**src/rtl/lcd_hd44780_responder.sv**
```systemverilog
// HD44780 write-side responder: bus timing checker, command decoder and 80-byte DDRAM mirror.
// Define LCD_RESP_STRICT_EN to flag RS/DATA changes while EN is high.
module lcd_hd44780_responder #(
  parameter int unsigned BOOT_CYC   = 750000,
  parameter int unsigned BUSY_CYC   = 2150,
  parameter int unsigned CLEAR_CYC  = 76500,
  parameter int unsigned EN_MIN_CYC = 12
) (
  input  logic        i_clk,
  input  logic        i_rst,
  input  logic [7:0]  LCD_DATA,
  input  logic        LCD_RS,
  input  logic        LCD_RW,
  input  logic        LCD_EN,
  input  logic [6:0]  i_rd_addr,
  output logic [7:0]  o_rd_data,
  output logic        o_busy,
  output logic [6:0]  o_ac,
  output logic        o_disp_on,
  output logic        o_cursor_on,
  output logic        o_blink_on,
  output logic        o_incr,
  output logic [15:0] o_wr_cnt,
  output logic        o_err_busy,
  output logic        o_err_short,
  output logic        o_err_rw,
  output logic        o_err_addr,
  output logic        o_err_unsup,
  output logic        o_err_setup
);

  typedef enum logic [1:0] {ST_FILL, ST_BOOT, ST_READY, ST_BUSY} state_t;

  state_t      state_q;
  logic [31:0] cnt_q;
  logic        fill_boot_q;
  logic [6:0]  fill_idx_q;
  logic        en_q;
  logic [15:0] en_hi_q;
  logic [6:0]  ac_q;
  logic        disp_q, cursor_q, blink_q, incr_q;
  logic [15:0] wr_cnt_q;
  logic        err_busy_q, err_short_q, err_rw_q, err_addr_q, err_unsup_q;
  logic [7:0]  rd_data_q;
  logic [7:0]  ddram [0:79];

  // Cursor step inside the two 40-character line windows, wrapping line to line.
  function automatic logic [6:0] ac_step(input logic [6:0] ac, input logic up);
    logic [6:0] r;
    if (up) r = (ac == 7'h27) ? 7'h40 : (ac == 7'h67) ? 7'h00 : ac + 7'd1;
    else    r = (ac == 7'h40) ? 7'h27 : (ac == 7'h00) ? 7'h67 : ac - 7'd1;
    return r;
  endfunction

  function automatic logic [6:0] ac_idx(input logic [6:0] ac);
    return (ac < 7'h28) ? ac : ac - 7'd24;
  endfunction

  logic       en_rise, en_fall, en_ok, accept, addr_ok;
  logic       we;
  logic [6:0] wr_idx;
  logic [7:0] wr_data;

  assign en_rise = LCD_EN & ~en_q;
  assign en_fall = en_q & ~LCD_EN;
  assign en_ok   = (en_hi_q >= 16'(EN_MIN_CYC));
  assign accept  = en_fall && (state_q == ST_READY) && en_ok && !LCD_RW;
  assign addr_ok = (LCD_DATA[6:0] <= 7'h27) ||
                   ((LCD_DATA[6:0] >= 7'h40) && (LCD_DATA[6:0] <= 7'h67));

  // Fill and data writes never coincide: data is only accepted in READY.
  always_comb begin
    we      = 1'b0;
    wr_idx  = fill_idx_q;
    wr_data = 8'h20;
    if (state_q == ST_FILL) begin
      we = 1'b1;
    end else if (accept && LCD_RS) begin
      we      = 1'b1;
      wr_idx  = ac_idx(ac_q);
      wr_data = LCD_DATA;
    end
  end

  always_ff @(posedge i_clk) begin
    if (we) ddram[wr_idx] <= wr_data;
  end

  always_ff @(posedge i_clk) begin
    if (i_rst)                  rd_data_q <= 8'h20;
    else if (i_rd_addr < 7'd80) rd_data_q <= ddram[i_rd_addr];
    else                        rd_data_q <= 8'h20;
  end

  always_ff @(posedge i_clk) begin
    if (i_rst) begin
      state_q     <= ST_FILL;
      cnt_q       <= 32'(BOOT_CYC);
      fill_boot_q <= 1'b1;
      fill_idx_q  <= 7'd0;
      en_q        <= 1'b0;
      en_hi_q     <= 16'd0;
      ac_q        <= 7'd0;
      disp_q      <= 1'b0;
      cursor_q    <= 1'b0;
      blink_q     <= 1'b0;
      incr_q      <= 1'b1;
      wr_cnt_q    <= 16'd0;
      err_busy_q  <= 1'b0;
      err_short_q <= 1'b0;
      err_rw_q    <= 1'b0;
      err_addr_q  <= 1'b0;
      err_unsup_q <= 1'b0;
    end else begin
      err_busy_q  <= 1'b0;
      err_short_q <= 1'b0;
      err_rw_q    <= 1'b0;
      err_addr_q  <= 1'b0;
      err_unsup_q <= 1'b0;
      en_q        <= LCD_EN;

      // en_hi equals the number of sampled EN-high cycles of the current strobe.
      if (en_rise)                             en_hi_q <= 16'd1;
      else if (LCD_EN && en_hi_q != 16'hFFFF)  en_hi_q <= en_hi_q + 16'd1;

      case (state_q)
        ST_FILL: begin
          if (fill_idx_q == 7'd79) begin
            fill_idx_q <= 7'd0;
            if (cnt_q == 32'd0)   state_q <= ST_READY;
            else if (fill_boot_q) state_q <= ST_BOOT;
            else                  state_q <= ST_BUSY;
          end else begin
            fill_idx_q <= fill_idx_q + 7'd1;
          end
        end
        ST_BOOT, ST_BUSY: begin
          if (cnt_q <= 32'd1) state_q <= ST_READY;
          else                cnt_q   <= cnt_q - 32'd1;
        end
        default: ;
      endcase

      if (en_fall) begin
        if (state_q != ST_READY) begin
          err_busy_q <= 1'b1;
        end else if (!en_ok) begin
          err_short_q <= 1'b1;
        end else if (LCD_RW) begin
          err_rw_q <= 1'b1;
        end else begin
          state_q <= ST_BUSY;
          cnt_q   <= 32'(BUSY_CYC);
          if (LCD_RS) begin
            wr_cnt_q <= wr_cnt_q + 16'd1;
            ac_q     <= ac_step(ac_q, incr_q);
          end else begin
            casez (LCD_DATA)
              8'b1???????: begin
                if (addr_ok) ac_q <= LCD_DATA[6:0];
                else         err_addr_q <= 1'b1;
              end
              8'b0001????: begin
                if (!LCD_DATA[3]) ac_q <= ac_step(ac_q, LCD_DATA[2]);
                else              err_unsup_q <= 1'b1;
              end
              8'b00001???: begin
                disp_q   <= LCD_DATA[2];
                cursor_q <= LCD_DATA[1];
                blink_q  <= LCD_DATA[0];
              end
              8'b000001??: begin
                incr_q <= LCD_DATA[1];
                if (LCD_DATA[0]) err_unsup_q <= 1'b1;
              end
              8'b0000001?: begin
                ac_q  <= 7'd0;
                cnt_q <= 32'(CLEAR_CYC);
              end
              8'b00000001: begin
                // The 80 fill cycles count toward the clear window.
                ac_q        <= 7'd0;
                incr_q      <= 1'b1;
                state_q     <= ST_FILL;
                fill_idx_q  <= 7'd0;
                fill_boot_q <= 1'b0;
                cnt_q       <= 32'(CLEAR_CYC - 80);
              end
              default: ;
            endcase
          end
        end
      end
    end
  end

`ifdef LCD_RESP_STRICT_EN
  logic [8:0] setup_ref_q;
  logic       setup_seen_q;
  logic       err_setup_q;

  always_ff @(posedge i_clk) begin
    if (i_rst) begin
      setup_ref_q  <= 9'd0;
      setup_seen_q <= 1'b0;
      err_setup_q  <= 1'b0;
    end else begin
      err_setup_q <= 1'b0;
      if (en_rise) begin
        setup_ref_q  <= {LCD_RS, LCD_DATA};
        setup_seen_q <= 1'b0;
      end else if (LCD_EN && en_q && !setup_seen_q &&
                   ({LCD_RS, LCD_DATA} != setup_ref_q)) begin
        err_setup_q  <= 1'b1;
        setup_seen_q <= 1'b1;
      end
    end
  end

  assign o_err_setup = err_setup_q;
`else
  assign o_err_setup = 1'b0;
`endif

  assign o_rd_data   = rd_data_q;
  assign o_busy      = (state_q != ST_READY);
  assign o_ac        = ac_q;
  assign o_disp_on   = disp_q;
  assign o_cursor_on = cursor_q;
  assign o_blink_on  = blink_q;
  assign o_incr      = incr_q;
  assign o_wr_cnt    = wr_cnt_q;
  assign o_err_busy  = err_busy_q;
  assign o_err_short = err_short_q;
  assign o_err_rw    = err_rw_q;
  assign o_err_addr  = err_addr_q;
  assign o_err_unsup = err_unsup_q;

endmodule

```
**config.mk**
```make
export PLATFORM = sky130hd
export DESIGN_NAME = lcd_hd44780_responder
export DESIGN_NICKNAME = d
export VERILOG_FILES = /design/src/rtl/lcd_hd44780_responder.sv
export SDC_FILE = /design/constraint.sdc
export NUM_CORES = 1
export LEC_CHECK = 0
export ABC_AREA = 1
export CELL_PAD_IN_SITES_DETAIL_PLACEMENT = 1
export CELL_PAD_IN_SITES_GLOBAL_PLACEMENT = 1
export CORE_MARGIN = 3
export CORE_UTILIZATION = 51
export CTS_BUF_LIST = sky130_fd_sc_hd__clkbuf_8
export DETAILED_ROUTE_END_ITERATION = 10
export GPL_ROUTABILITY_DRIVEN = 1
export PLACE_DENSITY = 0.87
export SYNTH_ARGS = -nofsm -noshare
export SYNTH_HDL_FRONTEND = slang
export SYNTH_SLANG_ARGS = --single-unit
export TNS_END_PERCENT = 30
```
**constraint.sdc**
```tcl
create_clock -name i_clk -period 5.2 [get_ports i_clk]
set_input_delay 1.3 -clock i_clk [delete_from_list [all_inputs] [get_ports i_clk]]
set_output_delay 1.3 -clock i_clk [all_outputs]
set_load 0.1 [all_outputs]
```
==> run_results.csv, run 1 <==
group,metric,value,unit
global_route,grt_pass1_vias,27200,
worst_setup_path,r2r_end,"ddram[3][0]",
status,status,"complete, no violations",
worst_setup_path,crit_arrival,4.43,ns
timing,finalMaxSlewViolations,0,
worst_setup_path,regToRegSetupSlack,1.54,ns
yosys,synth-seq-cells,739,
floorplanning,num_rows,91,
power,powerDensity,335,mW/mm²
yosys,synth_edf_count,640,
clocking,clk_pin_slew,0.07,ns
power,irDropWorstVdd,0.220,mV
floorplanning,die-area,0.0664,mm²
clocking,clk_latency,0.76,ns
cells_and_area,drive_gt1_share,9.02,%
timing,rsz0062_at_grt,"false",
floorplanning,coreArea,0.0622,mm²
placement,portBuffers,60,
global_route,grt_pass1_wl,157,mm
floorplanning,die_x,258,µm
drt,vias,25400,
yosys,syn_area,0.0323,mm²
timing,finalSetupTns,0,ns
worst_setup_path,worstReg2RegStart,"en_hi_q[13]",
clocking,cts_max_path_buffers,3,
global_route,grt-ovfl-total,0,
global_route,antenna_found_initial,0,
drt,drt-vias-per-instance,5.91,
timing,hold_viol,0,
timing,setup_violations,0,
timing,finalCritPeriodShare,78.1,%
floorplanning,io_pins,62,
drt,drt_iter0_drc,2711,
yosys,syn_area_per_cell,9.93,µm²
worst_setup_path,endpoint,"ddram[25][0]",
yosys,async_flop_share,0,%
placement,place_congestion,0.875,
yosys,synthFlopType,"edfxtp_1",
drt,postRouteAntennaNets,0,
clocking,cts-hold-fix-buffers,0,
yosys,synth_nets,3280,
drt,route.detailed.drc,0,
clocking,ctsRootBufferMaster,"clkbuf_8",
timing,skew,0.0674,ns
min_path,hold_start,"o_disp_on",
worst_setup_path,cp_slowest_cell,"nor2_1",
power,p_leak,14.8,nW
timing,timing.hold.ws,0.461,ns
floorplanning,start_util,51.9,%
worst_setup_path,start_kind,"input port",
drt,wl_per_cell,23.9,µm
clocking,clock-sinks,739,
worst_setup_path,crit_path_start,"LCD_EN",
clocking,ctsResizeCount,0,
clocking,cts_tree,"done",
yosys,synthesis.instances,3250,
yosys,synth_cell_types,45,
worst_setup_path,path_cells,"clkdlybuf4s50_1 -> inv_1 -> nand2_1 -> nor3_2 -> nand2_2 -> o21ai_4 -> nand4_2 -> nor2_1",
timing,max_slew.worst_pin.slew,1.39,ns
timing,max_freq,246,MHz
clocking,cts_buffers,117,
cells_and_area,synthToLayoutAreaGrowth,13.2,%
worst_setup_path,worstPathMaxFanout,21,
floorplanning,die_h,258,µm
run,maxCapViolations,0,
timing,relSlewSlack,7.14,%
drt,wl,103,mm
yosys,yosysWarnings,0,
global_route,grt_max_degree,173,
clocking,htree_levels,3,
worst_setup_path,worstRegToRegCells,11,
worst_setup_path,crit_type,"in2reg",
yosys,ys_seq_area_share,65.7,%
global_route,grt.total_usage,30.6,%
cells_and_area,final_nets,3392,
min_path,hold_path_class,"reg2reg",
placement,place_hpwl,62.8,mm
drt,dr.pass1.iters,6,
clocking,cts_setup_buffers,0,
timing,fin_crit,4.06,ns
worst_setup_path,cp.required,5.57,ns
worst_setup_path,critPathMaxStageDelay,0.79,ns
cells_and_area,n_antenna_cell,0,
worst_setup_path,critPathCaptureType,"flop",
## final cells by class
type                       count  area (µm²)
fill                        6856       25600
sequential                   739       21200
multi-input combinational   2137        9650
clock buffer                 128        1760
timing repair buffer         149        1390
tap                          837        1050
inverter                     218         828
clock inverter                88         689
## placed cells by master (no fill, tap or decap), types with 3 or more instances in the layout
cell	count
o21ai_4	4
bufinv_16	10
clkinv_1	23
nand4_1	23
o221ai_1	21
xnor2_1	8
o21bai_1	3
nand3b_1	4
o21ai_0	145
o211ai_1	20
clkinv_2	23
nor3b_1	4
a21oi_1	50
nand2_2	6
inv_1	233
buf_12	10
or2_2	4
nand4_2	9
clkdlybuf4s50_1	56
buf_4	80
nor2_4	9
inv_2	6
edfxtp_1	640
o21ai_2	4
clkbuf_8	128
nor3_1	21
clkinvlp_4	3
xor2_1	23
ha_1	10
nand3_1	426
nand2_1	927
nor2_1	396
dfxtp_1	99
## per-layer routing
layer  vias up  global-route usage [%]  part of all wire, %  routed length (µm)
met2      1312                    52.5                   49               50600
li1      11200                       -                    -                   -
met5         -                       0                    0                   0
met4         0                    14.5                  4.7                4810
met3       319                    5.15                  8.2                8380
met1     12500                    38.0                   38               38900
## worst max-delay path, delay by kind of cell
family,cells,cell delay (ns)
AO/OA/AOI/OAI,1,0.46
buffers and inverters,2,0.58
AND/OR/NAND/NOR,5,2.07
## stage by stage
stage / cells / area, µm² / setup slack, ns / util [%] / total power [mW]
2_1_floorplan: 3250 / 32300 / 0.562 / - / 6.92
3_3_place_gp: 4080 / 34100 / 0.577 / 54.9 / 7.11
3_5_place_dp: 4080 / 34100 / 0.393 / 54.9 / 7.15
4_1_cts: 4296 / 36600 / 1.20 / 58.8 / 12.3
5_1_grt: 4296 / 36600 / 0.945 / 58.8 / 12.6
6_report: 4296 / 36600 / 1.14 / 58.8 / 12.3
## flip-flops by register name, indices dropped and copies added (netlist names), 2 cells and up
signal and flops:
o_rd_data 8, fill_idx_q 7, state_q 2, o_wr_cnt 16
en_hi_q 16, o_ac 7, ddram 640, cnt_q 32
## cell families (layout without fill, tap and decap cells)
family,after synthesis,count (layout),share of synthesized area (%)
AND/OR/NAND/NOR,1837,1837,23.8
flip-flops,739,739,65.7
buffers and inverters,374,583,4.63
AO/OA/AOI/OAI,258,258,4.67
XOR/XNOR,31,31,0.841
adder cells (fa/ha/maj),10,10,0.388
other,1,1,0.0116
## synthesized netlist by cell type, types with 3 or more instances
cell | number | area [µm²]
ha_1 | 10 | 125
buf_6 | 5 | 56.3
inv_1 | 209 | 785
a21oi_1 | 50 | 250
nand3_1 | 426 | 2130
o21ai_2 | 4 | 35.0
clkinv_1 | 3 | 11.3
inv_2 | 6 | 22.5
nand4_2 | 9 | 113
nor3b_1 | 4 | 30.0
nor3_1 | 21 | 105
o221ai_1 | 21 | 184
buf_2 | 39 | 195
dfxtp_1 | 99 | 1980
xnor2_1 | 8 | 70.1
nand2_2 | 5 | 31.3
edfxtp_1 | 640 | 19200
nand2_1 | 928 | 3480
nor2_1 | 403 | 1510
xor2_1 | 23 | 201
o21ai_0 | 145 | 726
o21bai_1 | 3 | 22.5
o21ai_4 | 4 | 65.1
nand3b_1 | 4 | 30.0
buf_1 | 34 | 128
clkbuf_1 | 77 | 289
or2_2 | 4 | 25.0
o211ai_1 | 20 | 150
nand4_1 | 23 | 144
## how the worst min path moves through the flow
| stage | cells after the start | to |
|---|---|---|
| 2_1_floorplan | 2 | fill_boot_q |
| 3_5_place_dp | 2 | o_disp_on |
| 6_report | 2 | o_disp_on |
| 5_1_grt | 2 | o_disp_on |
| 4_1_cts | 2 | o_disp_on |
| 3_3_place_gp | 2 | o_cursor_on |
## where the power goes
group | internal, mW | total, mW | leakage (nW) | switching [mW]
sequential | 6.38 | 6.39 | 8.14 | 0.0112
clock | 2.78 | 5.21 | 1.36 | 2.42
combinational | 0.161 | 0.667 | 5.35 | 0.506
Note: power is estimated with default switching activity, not from simulation.
==> run 2, diff against run 1 <==
clock period = 3.95 ns   (was 5.2 ns; I/O delays follow)
==> run_results.csv, run 2 (synthesis gave the netlist of run 1 again) <==
group,metric,value,unit
status,status,"complete, no violations",
timing,finalCritPeriodShare,89.7,%
floorplanning,die_h,258,µm
global_route,grt_pass1_wl,169,mm
global_route,grt-ovfl-total,0,
cells_and_area,drive_gt1_share,10.6,%
clocking,cts_setup_buffers,0,
worst_setup_path,worstReg2RegStart,"o_ac[3]",
timing,max_slew.worst_pin.slew,1.23,ns
clocking,clk_pin_slew,0.07,ns
cells_and_area,largest_register,"ddram",
cells_and_area,register_area,0.0212,mm²
timing,relSlewSlack,17.9,%
clocking,ctsResizeCount,0,
clocking,clk_latency,0.77,ns
drt,wl_per_cell,25.4,µm
timing,max_freq,282,MHz
drt,drt_iter0_drc,2973,
floorplanning,num_rows,91,
drt,postRouteAntennaNets,0,
drt,route.detailed.drc,0,
timing,skew,0.0519,ns
global_route,grt.total_usage,33.1,%
placement,place_hpwl,67.5,mm
power,p_leak,14.1,nW
worst_setup_path,cp.required,2.96,ns
floorplanning,die_x,258,µm
timing,finalMaxSlewViolations,0,
worst_setup_path,start_kind,"flop",
worst_setup_path,critPathMaxStageDelay,1.22,ns
global_route,antenna_found_initial,2,
drt,wl,111,mm
worst_setup_path,crit_arrival,2.56,ns
floorplanning,io_pins,62,
clocking,cts_tree,"done",
worst_setup_path,path_cells,"clkdlybuf4s50_1",
worst_setup_path,crit_type,"reg2out",
timing,timing.hold.ws,0.452,ns
cells_and_area,final_nets,3453,
cells_and_area,num-fill-cells,6769,
cells_and_area,final_common_cell,"nand2_1",
worst_setup_path,worstRegToRegCells,13,
clocking,htree_levels,3,
cells_and_area,final_cell_mix,"nand2_1 (927), edfxtp_1 (640), nand3_1 (426)",
power,total_power,16.5,mW
power,irDropWorstVdd,0.256,mV
worst_setup_path,crit_cells,1,
min_path,hold_start,"o_cursor_on",
run,maxCapViolations,0,
timing,fin_crit,3.54,ns
cells_and_area,stdcell_count,4361,
global_route,grt_pass1_vias,28100,
timing,rsz0062_at_grt,"false",
clocking,cts-hold-fix-buffers,0,
cells_and_area,largest_reg_flops,640,
drt,drt-vias-per-instance,6.01,
cells_and_area,synthToLayoutAreaGrowth,15.2,%
worst_setup_path,critPathCaptureType,"output port",
global_route,grt_max_degree,165,
clocking,cts_max_path_buffers,3,
worst_setup_path,crit_path_start,"o_ac[4]",
worst_setup_path,endpoint,"o_ac[4]",
worst_setup_path,regToRegSetupSlack,0.59,ns
floorplanning,coreArea,0.0622,mm²
worst_setup_path,r2r_end,"ddram[78][6]",
placement,dp.cells,4139,
worst_setup_path,critPathTopFamily,"buffers and inverters",
cells_and_area,multiInputGateArea,0.00965,mm²
placement,portBuffers,60,
floorplanning,start_util,51.9,%
cells_and_area,reg_top3,"ddram x640, cnt_q x32",
worst_setup_path,cp_slowest_cell,"clkdlybuf4s50_1",
drt,vias,26200,
clocking,ctsRootBufferMaster,"clkbuf_8",
clocking,cts_buffers,119,
floorplanning,die-area,0.0664,mm²
placement,place_congestion,0.907,
worst_setup_path,worstPathMaxFanout,8,
worst_setup_path,crit_buf_inv,1,
clocking,clock-sinks,739,
min_path,hold_path_class,"reg2reg",
power,powerDensity,442,mW/mm²
timing,setup_violations,0,
timing,hold_viol,0,
drt,dr.pass1.iters,8,
[run 2: worst min path at each step]
stage	end	slack, ns	depth (start not counted)
2_1_floorplan	fill_boot_q	0.44	2
3_3_place_gp	o_cursor_on	0.44	2
3_5_place_dp	o_blink_on	0.44	2
4_1_cts	o_cursor_on	0.46	2
5_1_grt	o_blink_on	0.47	2
6_report	o_cursor_on	0.45	2
[run 2: report_power, final]
part / switching, mW / internal (mW) / total [mW]
clock: 3.31 / 3.71 / 7.03
sequential: 0.0179 / 8.40 / 8.42
combinational: 0.756 / 0.256 / 1.01
total: 4.09 / 12.4 / 16.5
[run 2: per-layer routing]
layer	vias to the layer above	GRT usage, %	wire length, µm
met5	-	0	0
met1	12900	41.4	42000
met4	0	17.5	6110
met2	1504	55.3	53500
li1	11400	-	-
met3	428	5.86	9300
[run 2: layout make-up]
cell class / instances / share of cell area, %
diodes: 2 / 0.0135
clock inverters: 89 / 1.78
multi-input cells: 2137 / 25.9
well taps: 837 / 2.82
clock buffers: 131 / 4.85
flip-flops and latches: 739 / 57.0
repair buffers: 208 / 5.39
inverters: 218 / 2.23
[run 2: per-stage QoR]
| stage | util [%] | worst slack (ns) | instance area (µm²) | setup TNS, ns |
|---|---|---|---|---|
| after floorplan | - | -0.375 | 32300 | -210.02 |
| after global placement | 55.9 | 0.204 | 34700 | 0 |
| after detailed placement | 55.9 | -0.0191 | 34700 | -0.245 |
| after CTS | 59.8 | 0.393 | 37200 | 0 |
| after global routing | 59.8 | 0.385 | 37200 | 0 |
| final | 59.8 | 0.406 | 37200 | 0 |
